`config.mk`:
```
export PLATFORM = sky130hd
export DESIGN_NAME = wave_detect_mr
export DESIGN_NICKNAME = d
export VERILOG_FILES = /design/src/rtl/wave_detect_mr.sv
export SDC_FILE = /design/constraint.sdc
export NUM_CORES = 1
export LEC_CHECK = 0
export ABC_AREA = 1
export CORE_UTILIZATION = 50
export CTS_CLUSTER_DIAMETER = 30
export DETAILED_ROUTE_END_ITERATION = 8
export GPL_TIMING_DRIVEN = 1
export PLACE_DENSITY = 0.69
export SLEW_MARGIN = 25
export SYNTH_ARGS = -nofsm -noshare
export SYNTH_HDL_FRONTEND = slang
export SYNTH_SLANG_ARGS = --single-unit
```
`constraint.sdc`:
```
create_clock -name clk_i -period 3.1 [get_ports clk_i]
set_input_delay 0.62 -clock clk_i [delete_from_list [all_inputs] [get_ports clk_i]]
set_output_delay 0.62 -clock clk_i [all_outputs]
set_load 0.1 [all_outputs]
```
`src/rtl/wave_detect_mr.sv`:
```
// Preamble/wave detector for the RFID reverse-link Rx path.
// Counts alternating rise/fall edges whose spacing falls in the half- or
// full-bit window of the latched link rate. It declares lock after
// LOCK_EDGES qualifying edges. Lock is dropped on an edge timeout, on
// coincident edge strobes, or on a synchronous restart.
module wave_detect_mr #(
    parameter int unsigned GAP_W         = 9,
    parameter int unsigned EDGE_CNT_W    = 5,
    parameter int unsigned LOCK_EDGES    = 12,
    parameter int unsigned TIMEOUT_SHIFT = 1
) (
    input  logic                  clk_i,
    input  logic                  rst_n,
    input  logic [2:0]            set_rate_i,
    input  logic                  restart_i,
    input  logic                  rise_valid_i,
    input  logic                  fall_valid_i,
    input  logic [GAP_W-1:0]      gap_point_i,
    output logic                  wave_enable_o,
    output logic                  lock_pulse_o,
    output logic                  loss_pulse_o,
    output logic [EDGE_CNT_W-1:0] edge_cnt_o
);

    localparam int unsigned TIMER_W = GAP_W + TIMEOUT_SHIFT + 1;
    localparam logic [TIMER_W-1:0]    TIMER_MAX = '1;
    localparam logic [EDGE_CNT_W-1:0] CNT_MAX   = '1;
    localparam logic [EDGE_CNT_W-1:0] LOCK_CNT  = EDGE_CNT_W'(LOCK_EDGES);

    typedef struct packed {
        logic [GAP_W-1:0] half_small;
        logic [GAP_W-1:0] half_big;
        logic [GAP_W-1:0] full_small;
        logic [GAP_W-1:0] full_big;
    } win_t;

    typedef enum logic [1:0] {
        ST_HUNT   = 2'd0,
        ST_TRACK  = 2'd1,
        ST_LOCKED = 2'd2
    } state_t;

    // Build one window entry from integer thresholds.
    function automatic win_t mk_win(input int unsigned hs, input int unsigned hb,
                                    input int unsigned fs, input int unsigned fb);
        win_t w;
        w.half_small = GAP_W'(hs);
        w.half_big   = GAP_W'(hb);
        w.full_small = GAP_W'(fs);
        w.full_big   = GAP_W'(fb);
        return w;
    endfunction

    // Link-rate window table.
    function automatic win_t rate_lookup(input logic [2:0] rate);
        win_t w;
        w = mk_win(140, 258, 273, 507);
        case (rate)
            3'd0: w = mk_win(140, 258, 273, 507);
            3'd1: w = mk_win( 65, 120, 127, 236);
            3'd2: w = mk_win( 51,  95, 100, 186);
            3'd3: w = mk_win( 28,  52,  54, 101);
            3'd4: w = mk_win( 70, 129, 136, 253);
            3'd5: w = mk_win( 32,  60,  63, 118);
            3'd6: w = mk_win( 25,  47,  50,  93);
            3'd7: w = mk_win( 14,  26,  27,  50);
            default: w = mk_win(140, 258, 273, 507);
        endcase
        return w;
    endfunction

    state_t                state_q, state_d;
    win_t                  win_q, win_d;
    logic [EDGE_CNT_W-1:0] cnt_q, cnt_d;
    logic                  pol_q, pol_d;      // expected polarity, 1 = rise
    logic [TIMER_W-1:0]    timer_q, timer_d;
    logic                  wave_en_q, wave_en_d;
    logic                  lock_pulse_q, lock_pulse_d;
    logic                  loss_pulse_q, loss_pulse_d;

    logic                  edge_evt;
    logic                  edge_both;
    logic                  gap_ok;
    logic [TIMER_W-1:0]    timer_inc;
    logic [TIMER_W-1:0]    track_limit;
    logic [TIMER_W-1:0]    lock_limit;
    logic [EDGE_CNT_W-1:0] cnt_inc;

    // Edge decode, window qualification and timer helpers.
    always_comb begin
        edge_evt    = rise_valid_i ^ fall_valid_i;
        edge_both   = rise_valid_i & fall_valid_i;
        gap_ok      = ((gap_point_i >= win_q.half_small) && (gap_point_i <= win_q.half_big)) ||
                      ((gap_point_i >= win_q.full_small) && (gap_point_i <= win_q.full_big));
        timer_inc   = (timer_q == TIMER_MAX) ? timer_q : timer_q + TIMER_W'(1);
        track_limit = TIMER_W'(win_q.full_big);
        lock_limit  = TIMER_W'(win_q.full_big) << TIMEOUT_SHIFT;
        cnt_inc     = cnt_q + EDGE_CNT_W'(1);
    end

    // Next-state and output logic.
    always_comb begin
        state_d      = state_q;
        win_d        = win_q;
        cnt_d        = cnt_q;
        pol_d        = pol_q;
        timer_d      = timer_q;
        wave_en_d    = wave_en_q;
        lock_pulse_d = 1'b0;
        loss_pulse_d = 1'b0;

        if (state_q == ST_HUNT) begin
            win_d = rate_lookup(set_rate_i);
        end

        if (edge_evt || (state_q == ST_HUNT)) begin
            timer_d = '0;
        end else begin
            timer_d = timer_inc;
        end

        if (restart_i) begin
            state_d   = ST_HUNT;
            win_d     = rate_lookup(set_rate_i);
            cnt_d     = '0;
            pol_d     = 1'b0;
            timer_d   = '0;
            wave_en_d = 1'b0;
        end else if (edge_both) begin
            state_d   = ST_HUNT;
            cnt_d     = '0;
            timer_d   = '0;
            wave_en_d = 1'b0;
        end else begin
            case (state_q)
                ST_HUNT: begin
                    wave_en_d = 1'b0;
                    if (edge_evt) begin
                        state_d = ST_TRACK;
                        cnt_d   = EDGE_CNT_W'(1);
                        pol_d   = ~rise_valid_i;
                    end
                end
                ST_TRACK: begin
                    if (edge_evt) begin
                        if ((rise_valid_i == pol_q) && gap_ok) begin
                            cnt_d = cnt_inc;
                            pol_d = ~pol_q;
                            if (cnt_inc == LOCK_CNT) begin
                                state_d      = ST_LOCKED;
                                wave_en_d    = 1'b1;
                                lock_pulse_d = 1'b1;
                            end
                        end else begin
                            cnt_d = EDGE_CNT_W'(1);
                            pol_d = ~rise_valid_i;
                        end
                    end else if (timer_inc >= track_limit) begin
                        state_d = ST_HUNT;
                        cnt_d   = '0;
                        timer_d = '0;
                    end
                end
                ST_LOCKED: begin
                    wave_en_d = 1'b1;
                    if (edge_evt) begin
                        cnt_d = (cnt_q == CNT_MAX) ? cnt_q : cnt_inc;
                        pol_d = ~rise_valid_i;
                    end else if (timer_inc >= lock_limit) begin
                        state_d      = ST_HUNT;
                        cnt_d        = '0;
                        timer_d      = '0;
                        wave_en_d    = 1'b0;
                        loss_pulse_d = 1'b1;
                    end
                end
                default: begin
                    state_d   = ST_HUNT;
                    cnt_d     = '0;
                    timer_d   = '0;
                    wave_en_d = 1'b0;
                end
            endcase
        end
    end

    // State and datapath registers.
    always_ff @(posedge clk_i or negedge rst_n) begin
        if (!rst_n) begin
            state_q      <= ST_HUNT;
            win_q        <= rate_lookup(3'd0);
            cnt_q        <= '0;
            pol_q        <= 1'b0;
            timer_q      <= '0;
            wave_en_q    <= 1'b0;
            lock_pulse_q <= 1'b0;
            loss_pulse_q <= 1'b0;
        end else begin
            state_q      <= state_d;
            win_q        <= win_d;
            cnt_q        <= cnt_d;
            pol_q        <= pol_d;
            timer_q      <= timer_d;
            wave_en_q    <= wave_en_d;
            lock_pulse_q <= lock_pulse_d;
            loss_pulse_q <= loss_pulse_d;
        end
    end

    assign wave_enable_o = wave_en_q;
    assign lock_pulse_o  = lock_pulse_q;
    assign loss_pulse_o  = loss_pulse_q;
    assign edge_cnt_o    = cnt_q;

endmodule

```
**Word level (Yosys, flattened, before mapping)**

Memories as Yosys holds them, arrays and structs flattened.
Cells that the tools add are included.
W data, S select, Z words.

- Memory bits (read-only): 560
- Memory bits (writable): 0
- Memories: 2
- Word-level logic and storage cells: 114
- Register bits: 58
- Output and inout port bits: 8
- Input port bits: 17
- Bits in latches: 0

- Multipliers: 0
- Shifts and indexed selects: 0
- Order comparisons: 6
- Mux-type cells: 56
- Equality and inequality tests: 20
- $add $sub $neg: 2
- Div/mod/pow operators: 0
- Bitwise gates (word level): 4
- Reduce and logical (&&, ||, !) cells: 13

Memories:

| name | words | width | rd ports | clocked after memory_dff | wr ports | RTL line | source |
|---|---|---|---|---|---|---|---|
| (no name shown) | 8 | 35 | 1 | 0 | 0 | 58 | `case (rate)` |
| (no name shown) | 8 | 35 | 1 | 0 | 0 | 58 |  |

Operator list:

| cell | number |
|---|---|
| $mux W11 | 8 |
| $mux W36 | 2 |
| $mux W5 | 9 |
| $pmux W11 S3 | 1 |
| $ne A5 B5 Y1 const B | 5 |
| $ne A4 B4 Y1 const B | 6 |
| $mux W1 | 23 |
| $ge A9 B9 Y1 | 2 |
| $le A9 B9 Y1 | 2 |
| $mux W2 | 9 |
| $pmux W5 S3 | 1 |
| $add A11 B1 Y11 const B | 1 |
| $eq A11 B11 Y1 const B | 1 |
| $ge A11 B10 Y1 | 1 |
| $ge A11 B9 Y1 | 1 |
| $reduce_and A4 Y1 | 2 |
| $pmux W2 S3 | 1 |
| $reduce_and A6 Y1 | 1 |
| $add A5 B1 Y5 const B | 1 |
| $eq A5 B4 Y1 const B | 1 |
| $eq A5 B5 Y1 const B | 1 |
| $pmux W1 S2 | 2 |
| $logic_and A1 B1 Y1 | 3 |
| $ne A3 B1 Y1 const B | 1 |
| other kinds (14) | 16 |

**Longest topological paths before layout**

Gate-level depths: netlist of run 1.

- Depth in word-level cells: 9
- Gate-level depth with buffers: 20
- Gate-level depth less buffers: 20

**Least setup slack after synthesis of run 1**

Ideal clock, no wire load.

- Path kind: register -> register
- Start: reg timer_q[0]
- End: reg cnt_q[2], in the netlist edge_cnt_o[2]
- Path buffers: 0
- Clock period less this slack: 2535 ps
- Setup time: 120 ps
- Setup slack: 565 ps
- Cell stages (with the launch flop): 19
- Data arrival time: 2415 ps
- Required time: 2980 ps
- Cell sequence: dfrtp_1 > ha_1 > nand3_2 > inv_1 > nand3_1 > o21ai_0 > inv_1 > ha_1 > nand2_1 > o21ai_0 > nand2_1 > nand3_1 > nand2_1 > nand3_2 > nand2_4 > nor2_8 > inv_4 > nand2_1 > nand2_1

- Word-level cells in the longest chain between the ends: 5
- Elaborated cells between the ends (all ways): 8
- Those cells by class: add/sub (1); order compare (2); eq/ne (3); mux (1); reduce/logical (1)

Ends and longest elaborated chain:

| item | RTL line | source |
|---|---|---|
| start: declaration | 76 | `logic [TIMER_W-1:0] timer_q, timer_d;` |
| start signal: assignment | 203 | `timer_q <= timer_d;` |
| $add A11 B1 Y11 / $eq A11 B11 Y1 (equally long branches) | 95 | `timer_inc = (timer_q == TIMER_MAX) ? timer_q : timer_q + TIMER_W'(1);` |
| $mux W11 (*) | 95 |  |
| $ge A11 B10 Y1 / $ge A11 B9 Y1 (equally long branches) | 169, 158 |  |
| $ne A5 B5 Y1 (no line) | - |  |
| $reduce_and A4 Y1 (no line) (*) | - |  |
| end signal: assignment | 201 | `cnt_q <= cnt_d;` |
| end: declaration | 74 | `logic [EDGE_CNT_W-1:0] cnt_q, cnt_d;` |

Mark *: on every way between the ends. The rest lies on a longest branch, timed or not.
A chain may end at the register's enable or synchronous reset.

**Worst setup path after layout of run 1**

- Start: reg timer_q[0]
- End: reg cnt_q[3], in the netlist edge_cnt_o[3]

The elaborated chain is that of the path after synthesis.

==> results of run 1 <==
area by class of cell:
class,instances,area (µm²),share of cell area [%]
clock buffer,6,72.57,1.580
clock inverter,2,35.03,0.7627
inverter,91,344.1,7.491
multi-input combinational,399,2439,53.09
sequential,52,1318,28.68
tap,102,127.6,2.779
timing repair buffer,28,257.7,5.612
logic make-up (layout without fill, tap and decap cells):
family | Yosys count | in the layout | share of synthesized area, %
XOR/XNOR | 8 | 8 | 1.702
AO/OA/AOI/OAI | 66 | 66 | 9.392
buffers and inverters | 97 | 127 | 8.936
AND/OR/NAND/NOR | 260 | 260 | 28.42
other | 1 | 1 | 0.09110
adder cells (fa/ha/maj) | 64 | 64 | 19.45
flip-flops | 52 | 52 | 32.01
metal layers:
layer | routed length, µm | GRT usage, % | vias to the layer above | share of wire, %
li1 | - | - | 1820 | -
met1 | 4520 | 32.71 | 1584 | 49
met2 | 4203 | 38.33 | 52 | 46
met3 | 387 | 2.956 | 7 | 4.2
met4 | 79 | 4.487 | 0 | 0.86
met5 | 0 | 0 | - | 0
layout by cell type, fill, tap and decap left out, types with 2 or more instances in the layout:
cell type,instances
a22oi_1,7
nand2_2,4
o21ai_0,19
nand3b_1,2
nor3_1,6
o22ai_1,5
nand3_1,33
or2_2,2
nand3_4,2
a21oi_1,21
clkbuf_8,5
a21o_1,3
ha_1,64
o31ai_1,2
nand4_1,4
xnor2_1,3
clkdlybuf4s50_1,15
dfrtp_1,39
nand3_2,3
o21ai_2,2
dfstp_2,13
nand2_4,2
nor2_1,58
nor2_4,4
xor2_1,5
buf_4,11
o211ai_1,5
nand2_1,137
inv_1,89
critical path: cells and delay by family (launching register included):
family                     cells  cell delay [ns]
xor gates and xnor gates       1             0.18
adders and majority gates      2             0.51
buffers and inverters          2             0.15
DFF                            1             0.43
and+or+nand+nor               14             1.41
synth_stat cells:
cell type  count
o22ai_1        5
clkbuf_1       5
and3_1         1
buf_2          1
nand2_2        4
o21ai_0       20
o31ai_1        2
o21ai_2        1
nor2_1        58
nor2_4         4
a21oi_1       22
xor2_1         5
xnor2_1        3
nand3_2        3
o211ai_1       5
a22oi_1        7
nand3_4        2
a21o_1         3
nor4_1         1
nor3_1         6
or2_2          2
conb_1         1
ha_1          64
nand2_4        2
inv_1         89
dfstp_2       13
nand3_1       33
dfrtp_1       39
nand2_1      137
o2111ai_1      1
nand4_1        4
nand3b_1       2
clkinv_1       1
inv_4          1
nor2_8         1
sequential cells by signal, indices dropped and copies added, names as in the netlist, 2 cells and up:
| signal | count |
|---|---|
| state_q | 2 |
| timer_q | 11 |
| win_q | 22 |
| lock_limit | 8 |
| edge_cnt_o | 5 |
power by group through the flow:
stage	Combinational [W]	Sequential [W]	Clock (W)
floorplan	0.000475	0.000862	0
finish	0.000712	0.000832	0.000462
CTS	0.000714	0.000832	0.000478
detailed placement	0.000709	0.000846	0
global placement	0.000687	0.000843	0
global route	0.000820	0.000841	0.000509
stage by stage:
step / hold WS, ns / setup WS (ns) / instances
after CTS: 0.3284 / 0.2279 / 680
after detailed placement: 0.4946 / 0.2504 / 672
after global routing: 0.3560 / -0.006408 / 680
after global placement: 0.4857 / 0.3072 / 672
final: 0.3206 / 0.3131 / 680
after floorplan: 0.3244 / 0.5646 / 548
how the worst max path moves through the flow:
stage | cells after the start | start | slack, ns | end
6_report | 19 | timer_q[0]$_DFF_PN0_ | 0.31 | edge_cnt_o[3]$_DFFE_PN0P_
4_1_cts | 18 | timer_q[0]$_DFF_PN0_ | 0.23 | edge_cnt_o[3]$_DFFE_PN0P_
2_1_floorplan | 18 | timer_q[0]$_DFF_PN0_ | 0.56 | edge_cnt_o[2]$_DFFE_PN0P_
5_1_grt | 19 | timer_q[0]$_DFF_PN0_ | -0.006 | state_q[0]$_DFFE_PN0P_
3_3_place_gp | 18 | timer_q[0]$_DFF_PN0_ | 0.31 | state_q[1]$_DFFE_PN0P_
3_5_place_dp | 18 | timer_q[0]$_DFF_PN0_ | 0.25 | state_q[0]$_DFFE_PN0P_
==> results.md, run 1 <==
* Pwr Density at between 400 and 500 nW/µm²
* Gr usage total at 23.20%
* Fin Setup TNS at 0 ns
* Starting DRT DRC Count at between 150 and 200
* Row count at 32
* CP max stage cell: dfrtp_1
* Total gr overflow at 0
* TritonCTS clock tree: done
* Resized Gates After CTS at 0
* NetSw at 0.0007329 W
* Cell variety after synth at 35
* VDD IR max at roughly 0.23 mV
* Residual DRC at 0
* Mapped Nets at between 600 and 700
* Largest cells by area after synthesis: dfrtp_1 24%, ha_1 19%, nand2_1 12%
* P_leak at 2.485 nW
* Yosys warns at 0
* Remaining antenna violation count at 0
* HP Class: input port to asynchronous set/reset pin
* First-pass GRT wire length at roughly 16000 µm
* Initial antenna violation count at 0
* Die width at approximately 90 µm
* Internal power at 0.001273 W
* Worst-Skew Late Latency at around 0.30 ns
* Arr. time, crit path at between 2 and 3 ns
* Height of the die at ~93 µm
* Slew HR at between 50% and 60%
* Critical path type: flop to flop
* WL/cell at approximately 14 µm
* Synthesized flop and latch total at 52
* Placed Area at roughly 4500 µm²
* Root buffer cell: clkbuf_8
* Most frequent cell on the critical path: nand2_1
* Clk_skew at ~0.0086 ns
* Fill count at roughly 740
* Power share of the sequential group at around 42%
* Vias/cell at just over 5
* Largest net degree at the start of global routing at 28
* Share of layout cells above drive strength 1 at 9.516%
* FF-to-FF Start: timer_q[0]$_DFF_PN0_
* Starting Density at approximately 52%
* Yosys top cell area share at about a quarter
* FF-to-FF End: edge_cnt_o[3]$_DFFE_PN0P_
* H-tree depth at 2
* Part of the power in combinational logic at between 30% and 40%
* DR pass1 iterations at 4
* Buffers on Ports at 24
* Critical Path End Type: flop
* Layout Nets at 658
* Core Region at between 7000 and 8000 µm²
* Bufs on Longest Clock Path at 2
* Post-synth design cell area at a little over 4000 µm²
* Worst slew pin tran at roughly 0.60 ns
* Worst-path cell chain: ha_1 > nand3_2 > nor2_4 > nand3_4 > nand2_1 > xor2_1 > inv_1 > ha_1 > nand2_1 > nor2_1 > nand4_1 > nand3_1 > nand2_1 > nand3_2 > nand2_4 > nor2_8 > inv_4 > nand2_1 > nand2_1
* Syn-to-layout area delta at 11.58%
* Avg Cell Area, Syn at ~7.5 µm²
* Num CTS Buffers at 5
* Final Max Tran Viols at 0
* Final hold vios at 0
* Final setup viols at 0
* Crit path max fanout at 5
* Reg2Reg Setup Slack at approximately 0.31 ns
* Clock power frac at a little under a quarter
* Aggregate routed wire length at between 9000 and 10000 µm
* Worst r2r path cells at 19
* Setup crit start kind: flop
* Final core utilization at 58.53%
* Area leader, netlist: dfrtp_1
* Die ar. at 8600 µm²
* Post-cts hold buffer count at 0
* Antenna cell count at 0
* Number of global-route vias before repair at around 3400
* CP required at between 3 and 4 ns
* Max Freq at about 360 MHz
* HPWL after detailed placement at between 7000 and 8000 µm
* Period Utilization, post-route at around 90%
* Placer Congestion at about 0.85
* CTS clock-pin slew for the worst setup and hold paths at around 0.09 ns
* Switching share of power at a little over a third
* Ports at 25
* Max-cap violation count at 0
* Cells after Synth at between 500 and 600
* Max stage delay on crit path at roughly 0.43 ns
* Post-CTS setup buffers at 0
* Final instance area at between 4000 and 5000 µm²
* Final Critical Period at ~2.8 ns
* Sequential share of the synthesized area at between 30 and 40%
* Via count at roughly 3500
* Design Power at 0.002006 W
* Clock sink total at 52
* Status: complete, no violations
(Power assumes the default switching activity.)
==> inputs of run 2 (changes only) <==
Settings changed: CAP_MARGIN set to 10.
==> results of run 2 <==
Same layout as run 1: the final DEF is identical, and so are final timing and power.
